`src/rtl/tmds_out_seq.sv`:
```
// Start-up sequencer and word feeder for a 3-channel 10:1 TMDS serializer.
// Waits for a stable PLL lock, holds the serdes in reset, trains with control symbols, then streams words.
module tmds_out_seq #(
   parameter int unsigned LOCK_CYCLES  = 1024,
   parameter int unsigned RST_CYCLES   = 16,
   parameter int unsigned TRAIN_CYCLES = 64,
   parameter logic [9:0]  CTRL_SYM     = 10'b1101010100
) (
   input  logic            clk_i,
   input  logic            rst_n_i,
   input  logic            pll_lock_i,
   input  logic            pix_valid_i,
   input  logic [9:0]      tmds_ch0_i,
   input  logic [9:0]      tmds_ch1_i,
   input  logic [9:0]      tmds_ch2_i,
   output logic [9:0][2:0] tmds_d_o,
   output logic            serdes_rst_o,
   output logic            ready_o,
   output logic [7:0]      lock_loss_o
);

   localparam int unsigned MAX_LR = (LOCK_CYCLES > RST_CYCLES) ? LOCK_CYCLES : RST_CYCLES;
   localparam int unsigned MAX_C  = (MAX_LR > TRAIN_CYCLES) ? MAX_LR : TRAIN_CYCLES;
   localparam int unsigned CW     = $clog2(MAX_C + 1);

   typedef enum logic [1:0] {
      WAIT_LOCK,
      RST_HOLD,
      PREAMBLE,
      RUN
   } state_t;

   state_t        state;
   logic [CW-1:0] cnt;
   logic          lock_m;
   logic          lock_s;

   // Spread three channel words into the bit-major output layout: d[n][c] = bit n of channel c.
   function automatic logic [9:0][2:0] pack3(input logic [9:0] c0,
                                             input logic [9:0] c1,
                                             input logic [9:0] c2);
      logic [9:0][2:0] r;
      for (int unsigned n = 0; n < 10; n++) begin
         r[n][0] = c0[n];
         r[n][1] = c1[n];
         r[n][2] = c2[n];
      end
      return r;
   endfunction

   always_ff @(posedge clk_i) begin
      if (!rst_n_i) begin
         lock_m <= 1'b0;
         lock_s <= 1'b0;
      end else begin
         lock_m <= pll_lock_i;
         lock_s <= lock_m;
      end
   end

   always_ff @(posedge clk_i) begin
      if (!rst_n_i) begin
         state        <= WAIT_LOCK;
         cnt          <= '0;
         serdes_rst_o <= 1'b1;
         tmds_d_o     <= '0;
         ready_o      <= 1'b0;
         lock_loss_o  <= '0;
      end else if (state != WAIT_LOCK && !lock_s) begin
         // Lock loss outranks any terminal count reached in the same cycle.
         state        <= WAIT_LOCK;
         cnt          <= '0;
         serdes_rst_o <= 1'b1;
         tmds_d_o     <= '0;
         ready_o      <= 1'b0;
         if (lock_loss_o != 8'hFF) lock_loss_o <= lock_loss_o + 8'd1;
      end else begin
         unique case (state)
            WAIT_LOCK: begin
               serdes_rst_o <= 1'b1;
               ready_o      <= 1'b0;
               tmds_d_o     <= '0;
               if (!lock_s) begin
                  cnt <= '0;
               end else if (cnt == CW'(LOCK_CYCLES - 1)) begin
                  state    <= RST_HOLD;
                  cnt      <= '0;
                  tmds_d_o <= pack3(CTRL_SYM, CTRL_SYM, CTRL_SYM);
               end else begin
                  cnt <= cnt + CW'(1);
               end
            end
            RST_HOLD: begin
               tmds_d_o <= pack3(CTRL_SYM, CTRL_SYM, CTRL_SYM);
               if (cnt == CW'(RST_CYCLES - 1)) begin
                  state        <= PREAMBLE;
                  cnt          <= '0;
                  serdes_rst_o <= 1'b0;
               end else begin
                  cnt <= cnt + CW'(1);
               end
            end
            PREAMBLE: begin
               tmds_d_o <= pack3(CTRL_SYM, CTRL_SYM, CTRL_SYM);
               if (cnt == CW'(TRAIN_CYCLES - 1)) begin
                  state   <= RUN;
                  cnt     <= '0;
                  ready_o <= 1'b1;
               end else begin
                  cnt <= cnt + CW'(1);
               end
            end
            RUN: begin
               if (pix_valid_i) tmds_d_o <= pack3(tmds_ch0_i, tmds_ch1_i, tmds_ch2_i);
               else             tmds_d_o <= pack3(CTRL_SYM, CTRL_SYM, CTRL_SYM);
            end
            default: state <= WAIT_LOCK;
         endcase
      end
   end

endmodule
```
`config.mk`:
```
export PLATFORM = sky130hd
export DESIGN_NAME = tmds_out_seq
export DESIGN_NICKNAME = d
export VERILOG_FILES = /design/src/rtl/tmds_out_seq.sv
export SDC_FILE = /design/constraint.sdc
export NUM_CORES = 1
export LEC_CHECK = 0
export BUFFER_PORTS_ARGS = -buffer_cell sky130_fd_sc_hd__buf_2
export CAP_MARGIN = 30
export CORE_ASPECT_RATIO = 1.1
export CORE_UTILIZATION = 30
export CTS_CLUSTER_DIAMETER = 50
export DETAILED_ROUTE_END_ITERATION = 8
export PLACE_DENSITY = 0.48
export SLEW_MARGIN = 20
export SYNTH_ARGS = -nofsm -noshare
export SYNTH_HDL_FRONTEND = slang
export SYNTH_SLANG_ARGS = --single-unit
```
`constraint.sdc`:
```
create_clock -name clk_i -period 4.7 [get_ports clk_i]
set_clock_uncertainty 0.1 [all_clocks]
set_input_delay 0.94 -clock clk_i [delete_from_list [all_inputs] [get_ports clk_i]]
set_output_delay 0.94 -clock clk_i [all_outputs]
set_load 0.01 [all_outputs]
```
==> key figures, run 1 <==
Critical path
  • Critical Path Fanout Max: 9
  • Reg2reg setup slack: 2.32 ns
  • R2R depth: 6
  • Critical path endpoint category: flip-flop
  • Reg-to-reg critical path endpoint: cnt[2]
  • Slowest stage cell, crit path: or4_1
  • CP endpoint: cnt[2]
  • Reg2reg start: cnt[0]
  • CP startpoint: cnt[0]
  • Type of origin of the critical path: flip-flop
  • Crit path arrival time: 2.48 ns
  • Crit path largest cell delay: 0.54 ns
  • Worst EP required: about 4.8 ns
  • Worst path cell trace: ha_1 > nand3_2 > or2_1 > or4_1 > a32oi_2 > nor2_1
  • Critical path class: reg -> reg

Outcome
  • Failing checks: design-rule violations
  • Status: complete, but fails checks

Logic synthesis
  • Seq/Total Area, Yosys: 0.491
  • Syn Area/Cell: 9.55 um2
  • Synth top area share: 0.491
  • Most frequent cell after synthesis: dfxtp_1
  • Yosys warning count: 0
  • Yosys reg bits: 55
  • Async set-or-reset flop fraction in the synthesized netlist: 0
  • Synthesized area: 2240 um2
  • Distinct cells, synth: 44
  • Biggest area consumer among synthesized cells: dfxtp_1
  • Synthesized instance count: 235
  • Commonest cells in the netlist: dfxtp_1 (55), and2_1 (22), a21oi_1 (21)
  • Prevailing post-synth register cell: dfxtp_1
  • Area contributors post-synth: dfxtp_1 (49%), and2_1 (6.1%), ha_1 (5.0%)
  • Post-synth net total: 278
  • Post-synth EDFFs: 0

Final layout
  • Fin nets: ~350
  • Share of cells above drive strength 1: 0.288
  • N_diodes: 0
  • Final core occ: 0.392
  • Fillers: 744
  • Synth-to-Final Area Change: 24.7%

Die
  • Area of the core: between 7000 and 8000 um2
  • Die Y: 92.7 um
  • Die X-Extent: 84.5 um
  • Initial Util: 0.315
  • Row cnt: 32
  • Ports: 74
  • Full die area: 7830 um2

Route
  • Initial drt markers: 97
  • DRC: 6
  • Average wire per standard cell: roughly 13 um
  • Post-Route WL: 5020 um
  • Via total after detailed routing: between 1.5k and 2k
  • DRT Pass-1 Iters: 6
  • Via density: between 4 and 5
  • Routed Antenna Nets: 0

Clock tree
  • Hold Buf Count CTS: 0
  • Clk sinks: 55
  • Worst skew pair latency: approximately 0.32 ns
  • Root buffer cell: clkbuf_8
  • Post-CTS Setup Repair Bufs: 0
  • H-tree Lvls: 2
  • Clock transition at path regs: around 0.10 ns
  • CTS buffer count: 5
  • Resized Gates After CTS: 0
  • CTS Buffer Depth: 2
  • CTS tree: yes

Global route
  • Global-route wire length before repair: 8670 um
  • Vias in the first global route: 1837
  • Gr usage total: 0.138
  • Initial antenna violation count: 0
  • GR Overflow Total: 0
  • Pin count of the biggest net entering global routing: 18

STA
  • Slew HR: 0.650
  • Max Slew Vio Count: 0
  • Fin Setup TNS: 0 ns
  • RSZ-0062 raised after global routing: false
  • Worst hold margin: 0.330 ns
  • Worst-Margin Slew: 0.525 ns
  • Fmax: 0.419 GHz
  • Fin. Hold Viols: 0
  • Final min period: 2.38 ns
  • Final Setup Violations: 0
  • Period utilization: 0.507

Pwr
  • Pwr/cell area: 291 nW/um2
  • Leakage power: 1.25 nW
  • Max IR drop VDD: 107 uV

Job
  • Max-cap violations: 0

Place
  • Gpl congestion: 0.738
  • HPWL Detailed: 3540 um
  • Port Buffer Count: 73

Min path
  • Worst min path class: reg -> reg
## sequential cells by signal (all words and copies together), names as in the netlist
signal,flops
serdes_rst_o,1
tmds_d_o,30
lock_loss_o,8
ready_o,1
lock_m,1
lock_s,1
state,2
cnt,11
## power breakdown
group	switching, W	internal, W	total (W)
Clock	0.000163	0.000161	0.000325
Sequential	0.000000874	0.000467	0.000468
Combinational	0.00000887	0.0000116	0.0000205
Total	0.000173	0.000640	0.000813
## per-stage QoR
| step | cell area, um2 | cells | setup slack, ns | total power, W |
|---|---|---|---|---|
| 2_1_floorplan | 2240 | 235 | 2.58 | 0.000484 |
| 3_3_place_gp | 2670 | 384 | 2.00 | 0.000499 |
| 3_5_place_dp | 2680 | 385 | 2.28 | 0.000499 |
| 4_1_cts | 2790 | 393 | 2.28 | 0.000822 |
| 5_1_grt | 2800 | 394 | 2.10 | 0.000843 |
| 6_report | 2800 | 394 | 2.32 | 0.000813 |
## how the worst min path moves through the flow
stage	end	slack [ns]	start	cells after the start
after floorplan	lock_s	0.31	lock_m	1
after global placement	lock_s	0.32	lock_m	1
after detailed placement	lock_s	0.32	lock_m	1
after CTS	lock_s	0.34	lock_m	1
after global routing	lock_s	0.35	lock_m	1
final	lock_s	0.33	lock_m	1
## cell families (layout without fill, tap and decap cells)
| kind of cell | Yosys count | after routing | synth area share |
|---|---|---|---|
| AND/OR/NAND/NOR | 83 | 83 | 0.207 |
| AO/OA/AOI/OAI | 56 | 56 | 0.157 |
| XOR/XNOR | 14 | 14 | 0.0547 |
| buffers and inverters | 16 | 90 | 0.0307 |
| adder cells (fa/ha/maj) | 9 | 9 | 0.0502 |
| flip-flops | 55 | 55 | 0.491 |
| multiplexers | 2 | 2 | 0.00892 |
## metal layers
layer,vias up,global-route usage,share of wire
met5,-,0,0
met4,0,0.0593,0.018
met3,8,0.0330,0.051
met2,43,0.225,0.46
met1,837,0.174,0.47
li1,952,-,-
## area by class of cell
type	count	area [um2]	share of cell area
sequential	55	1100	0.394
multi-input combinational	164	1070	0.384
timing repair buffer	75	378	0.135
tap	85	106	0.0380
clock buffer	6	72.6	0.0260
clock inverter	2	38.8	0.0139
inverter	7	26.3	0.00940
## layout by cell type (no fill, tap or decap), types with 2 or more instances in the layout
| cell | n |
|---|---|
| clkbuf_8 | 5 |
| mux2i_1 | 2 |
| and2_1 | 22 |
| nor3_1 | 7 |
| buf_2 | 74 |
| or3_1 | 3 |
| nand4_1 | 4 |
| nor2b_1 | 3 |
| a21oi_1 | 21 |
| nor4_1 | 2 |
| o21ai_1 | 2 |
| a21boi_0 | 3 |
| nor2_1 | 15 |
| xor2_1 | 8 |
| ha_1 | 9 |
| nand3_1 | 5 |
| o21ai_0 | 20 |
| inv_1 | 7 |
| xnor2_1 | 6 |
| nand2b_1 | 2 |
| dfxtp_1 | 55 |
| nor3b_1 | 2 |
| nand2_1 | 9 |
## worst max-delay path: cells and delay by family, from the launching register on
family                     cells  cell delay [ns]
AOI/OAI and AO/OA              1             0.43
adders and majority gates      1             0.19
DFF                            1             0.40
and+or+nand+nor                4             1.14
(Power assumes the default switching activity.)
==> run 2, diff against run 1 <==
--- a/config.mk
+++ b/config.mk
@@ -5,13 +5,14 @@
 export SDC_FILE = /design/constraint.sdc
 export NUM_CORES = 1
 export LEC_CHECK = 0
+export ABC_AREA = 1
 export BUFFER_PORTS_ARGS = -buffer_cell sky130_fd_sc_hd__buf_2
 export CAP_MARGIN = 30
 export CORE_ASPECT_RATIO = 1.1
 export CORE_UTILIZATION = 30
 export CTS_CLUSTER_DIAMETER = 50
 export DETAILED_ROUTE_END_ITERATION = 8
-export PLACE_DENSITY = 0.48
+export PLACE_DENSITY = 0.49
 export SLEW_MARGIN = 20
 export SYNTH_ARGS = -nofsm -noshare
 export SYNTH_HDL_FRONTEND = slang
==> constraint.sdc (replaced) <==
create_clock -name clk_i -period 2 [get_ports clk_i]
set_clock_uncertainty 0.1 [all_clocks]
set_input_delay 0.4 -clock clk_i [delete_from_list [all_inputs] [get_ports clk_i]]
set_output_delay 0.4 -clock clk_i [all_outputs]
set_load 0.01 [all_outputs]
==> key figures, run 2 <==
Outcome
  • Status: complete, no violations

Final layout
  • Largest registers: tmds_d_o x30, cnt x11, lock_loss_o x8
  • N_diodes: 0
  • Synth-to-Final Area Change: 23.2%
  • Fin area: 3160 um2
  • Share of cells above drive strength 1: 0.325
  • Most frequent cells in the layout: buf_2 (73), dfxtp_1 (54), nand2_1 (40), inv_1 (39), nor2_1 (37)
  • Fin nets: 439
  • Most common cell after layout, fill and taps aside: buf_2
  • Biggest register: tmds_d_o
  • Final core occ: 0.380
  • Fillers: 890
  • Largest register FFs: 30

Route
  • Via total after detailed routing: 2177
  • Initial drt markers: 102
  • DRT Pass-1 Iters: 4
  • Post-Route WL: 5370 um
  • Average wire per standard cell: 10.6 um
  • Routed Antenna Nets: 0
  • Via density: roughly 4.3
  • DRC: 0

Logic synthesis
  • Prevailing post-synth register cell: dfxtp_1
  • Most frequent cell after synthesis: dfxtp_1
  • Synthesized area: 2570 um2
  • Distinct cells, synth: 28
  • Syn Area/Cell: 7.92 um2
  • Biggest area consumer among synthesized cells: dfxtp_1
  • Yosys warning count: 0
  • Synth top area share: 0.429
  • Post-synth net total: 367
  • Commonest cells in the netlist: dfxtp_1 (55), inv_1 (40), nand2_1 (40)
  • Area contributors post-synth: dfxtp_1 (43%), a21oi_1 (5.8%), inv_1 (5.8%)
  • Post-synth EDFFs: 0
  • Yosys reg bits: 55
  • Seq/Total Area, Yosys: 0.429
  • Synthesized instance count: 324
  • Async set-or-reset flop fraction in the synthesized netlist: 0

Job
  • Max-cap violations: 0

Global route
  • Global-route wire length before repair: between 9000 and 10000 um
  • Pin count of the biggest net entering global routing: 19
  • Gr usage total: 0.127
  • GR Overflow Total: 0
  • Initial antenna violation count: 0
  • Vias in the first global route: 2024

Critical path
  • Worst path cell trace: inv_1 > ha_1 > nor2_2 > nand2_1 > nor2_1 > nand3_1 > nand2_1 > a21oi_1
  • CP startpoint: state[1]
  • Critical path endpoint category: flip-flop
  • Crit path largest cell delay: roughly 0.41 ns
  • Worst Path Buf+Inv: 1
  • CP top delay family: simple AND/OR/NAND/NOR gates
  • Worst EP required: 2.11 ns
  • Crit path arrival time: ~1.9 ns
  • Type of origin of the critical path: flip-flop
  • Cell repeated most along the worst path: nand2_1
  • Critical Path Fanout Max: 7
  • Slowest stage cell, crit path: dfxtp_1
  • Critical path class: reg -> reg
  • Reg2reg start: state[1]

Pwr
  • Clk pwr share: 0.388
  • Power, Total: 0.00194 W
  • Internal power: between 0.0015 and 0.002 W
  • Max IR drop VDD: 245 uV
  • Part of the power in registers: 0.567
  • Net Sw Frac: 0.219
  • Comb power frac: 0.044
  • Sw power: 0.000424 W
  • Leakage power: approximately 1.5 nW
  • Pwr/cell area: 612 nW/um2

Die
  • Initial Util: 0.309
  • Full die area: 8930 um2
  • Die X-Extent: 90.2 um
  • Row cnt: 35
  • Ports: 74
  • Die Y: 99.0 um
  • Area of the core: 8320 um2

STA
  • Max Slew Vio Count: 0
  • RSZ-0062 raised after global routing: false
  • Period utilization: 0.892
  • Final Setup Violations: 0
  • Worst-Margin Slew: roughly 0.52 ns
  • Slew HR: 0.655
  • Fin Setup TNS: 0 ns
  • Final WS setup: between 0.2 and 0.25 ns
  • Final min period: 1.78 ns
  • Fin. Hold Viols: 0
  • Fmax: 0.560 GHz

Place
  • Post-place setup slack: 0.0891 ns
  • HPWL Detailed: just over 4000 um
  • Gpl congestion: 0.743
  • Port Buffer Count: 73
  • DP Area: slightly above 3000 um2

Clock tree
  • CTS buffer count: 5
  • H-tree Lvls: 2
  • Root buffer cell: clkbuf_8
  • Clock transition at path regs: 0.10 ns
  • Clk sinks: 55
  • Post-CTS Setup Repair Bufs: 0
  • CTS tree: yes
  • CTS Buffer Depth: 2
  • Hold Buf Count CTS: 0
  • Worst skew pair latency: 0.31 ns

Min path
  • Worst min path class: in -> reg
  • Hold Startpoint: pll_lock_i
[run 2: what timing repair did]
| action | in CTS | in global routing |
|---|---|---|
| endpoints found under the hold margin | 0 | 0 |
| gates resized for setup | 0 | 3 |
| endpoints found under the setup margin | 0 | 6 |
[run 2: stage by stage]
step / cells / hold WS [ns]
after floorplan: 324 / 0.290
after global placement: 500 / 0.294
after detailed placement: 500 / 0.303
after CTS: 508 / 0.157
after global routing: 508 / 0.171
final: 508 / 0.165
[run 2: routing by layer]
metal | track usage | vias up | part of all wire
li1 | - | 1162 | -
met1 | 0.160 | 956 | 0.49
met2 | 0.218 | 55 | 0.46
met3 | 0.0309 | 4 | 0.045
met4 | 0.0298 | 0 | 0.0074
met5 | 0 | - | 0
[run 2: final timing paths]
path,end,slack [ns],cells after the start
min,lock_m,0.17,3
max,lock_loss_o[5],0.22,8
max reg2reg,lock_loss_o[5],0.22,8
min reg2reg,lock_s,0.32,2
[run 2: cells by family after synthesis]
| logic type | after synthesis | share of synthesized area |
|---|---|---|
| flops | 55 | 0.429 |
| xor+xnor | 12 | 0.0409 |
| fa+ha+maj | 9 | 0.0439 |
| mux | 1 | 0.00390 |
| simple gates | 132 | 0.261 |
| buf+inv | 54 | 0.0882 |
| compound gates | 61 | 0.134 |
[run 2: worst register-to-register path, cell delays in order (launching register included)]
cell and delay [ns]:
dfxtp_1 0.41, inv_1 0.11, ha_1 0.26, nor2_2 0.19, nand2_1 0.19, nor2_1 0.23, nand3_1 0.10, nand2_1 0.07
a21oi_1 0.04
[run 2: power groups by stage]
stage               Clock [W]  Sequential [W]  Combinational, W
floorplan                   0         0.00112         0.0000443
global placement            0         0.00112         0.0000874
detailed placement          0         0.00112         0.0000872
CTS                  0.000788         0.00110         0.0000876
global route         0.000836         0.00110         0.0000967
finish               0.000753         0.00110         0.0000858
[run 2: layout make-up]
cell class	instances	area, um2	area share
well taps	111	139	0.0439
repair buffers	77	408	0.129
multi-input cells	215	1240	0.393
inverters	42	158	0.0498
flip-flops and latches	55	1100	0.348
clock inverters	3	46.3	0.0146
clock buffers	5	68.8	0.0217
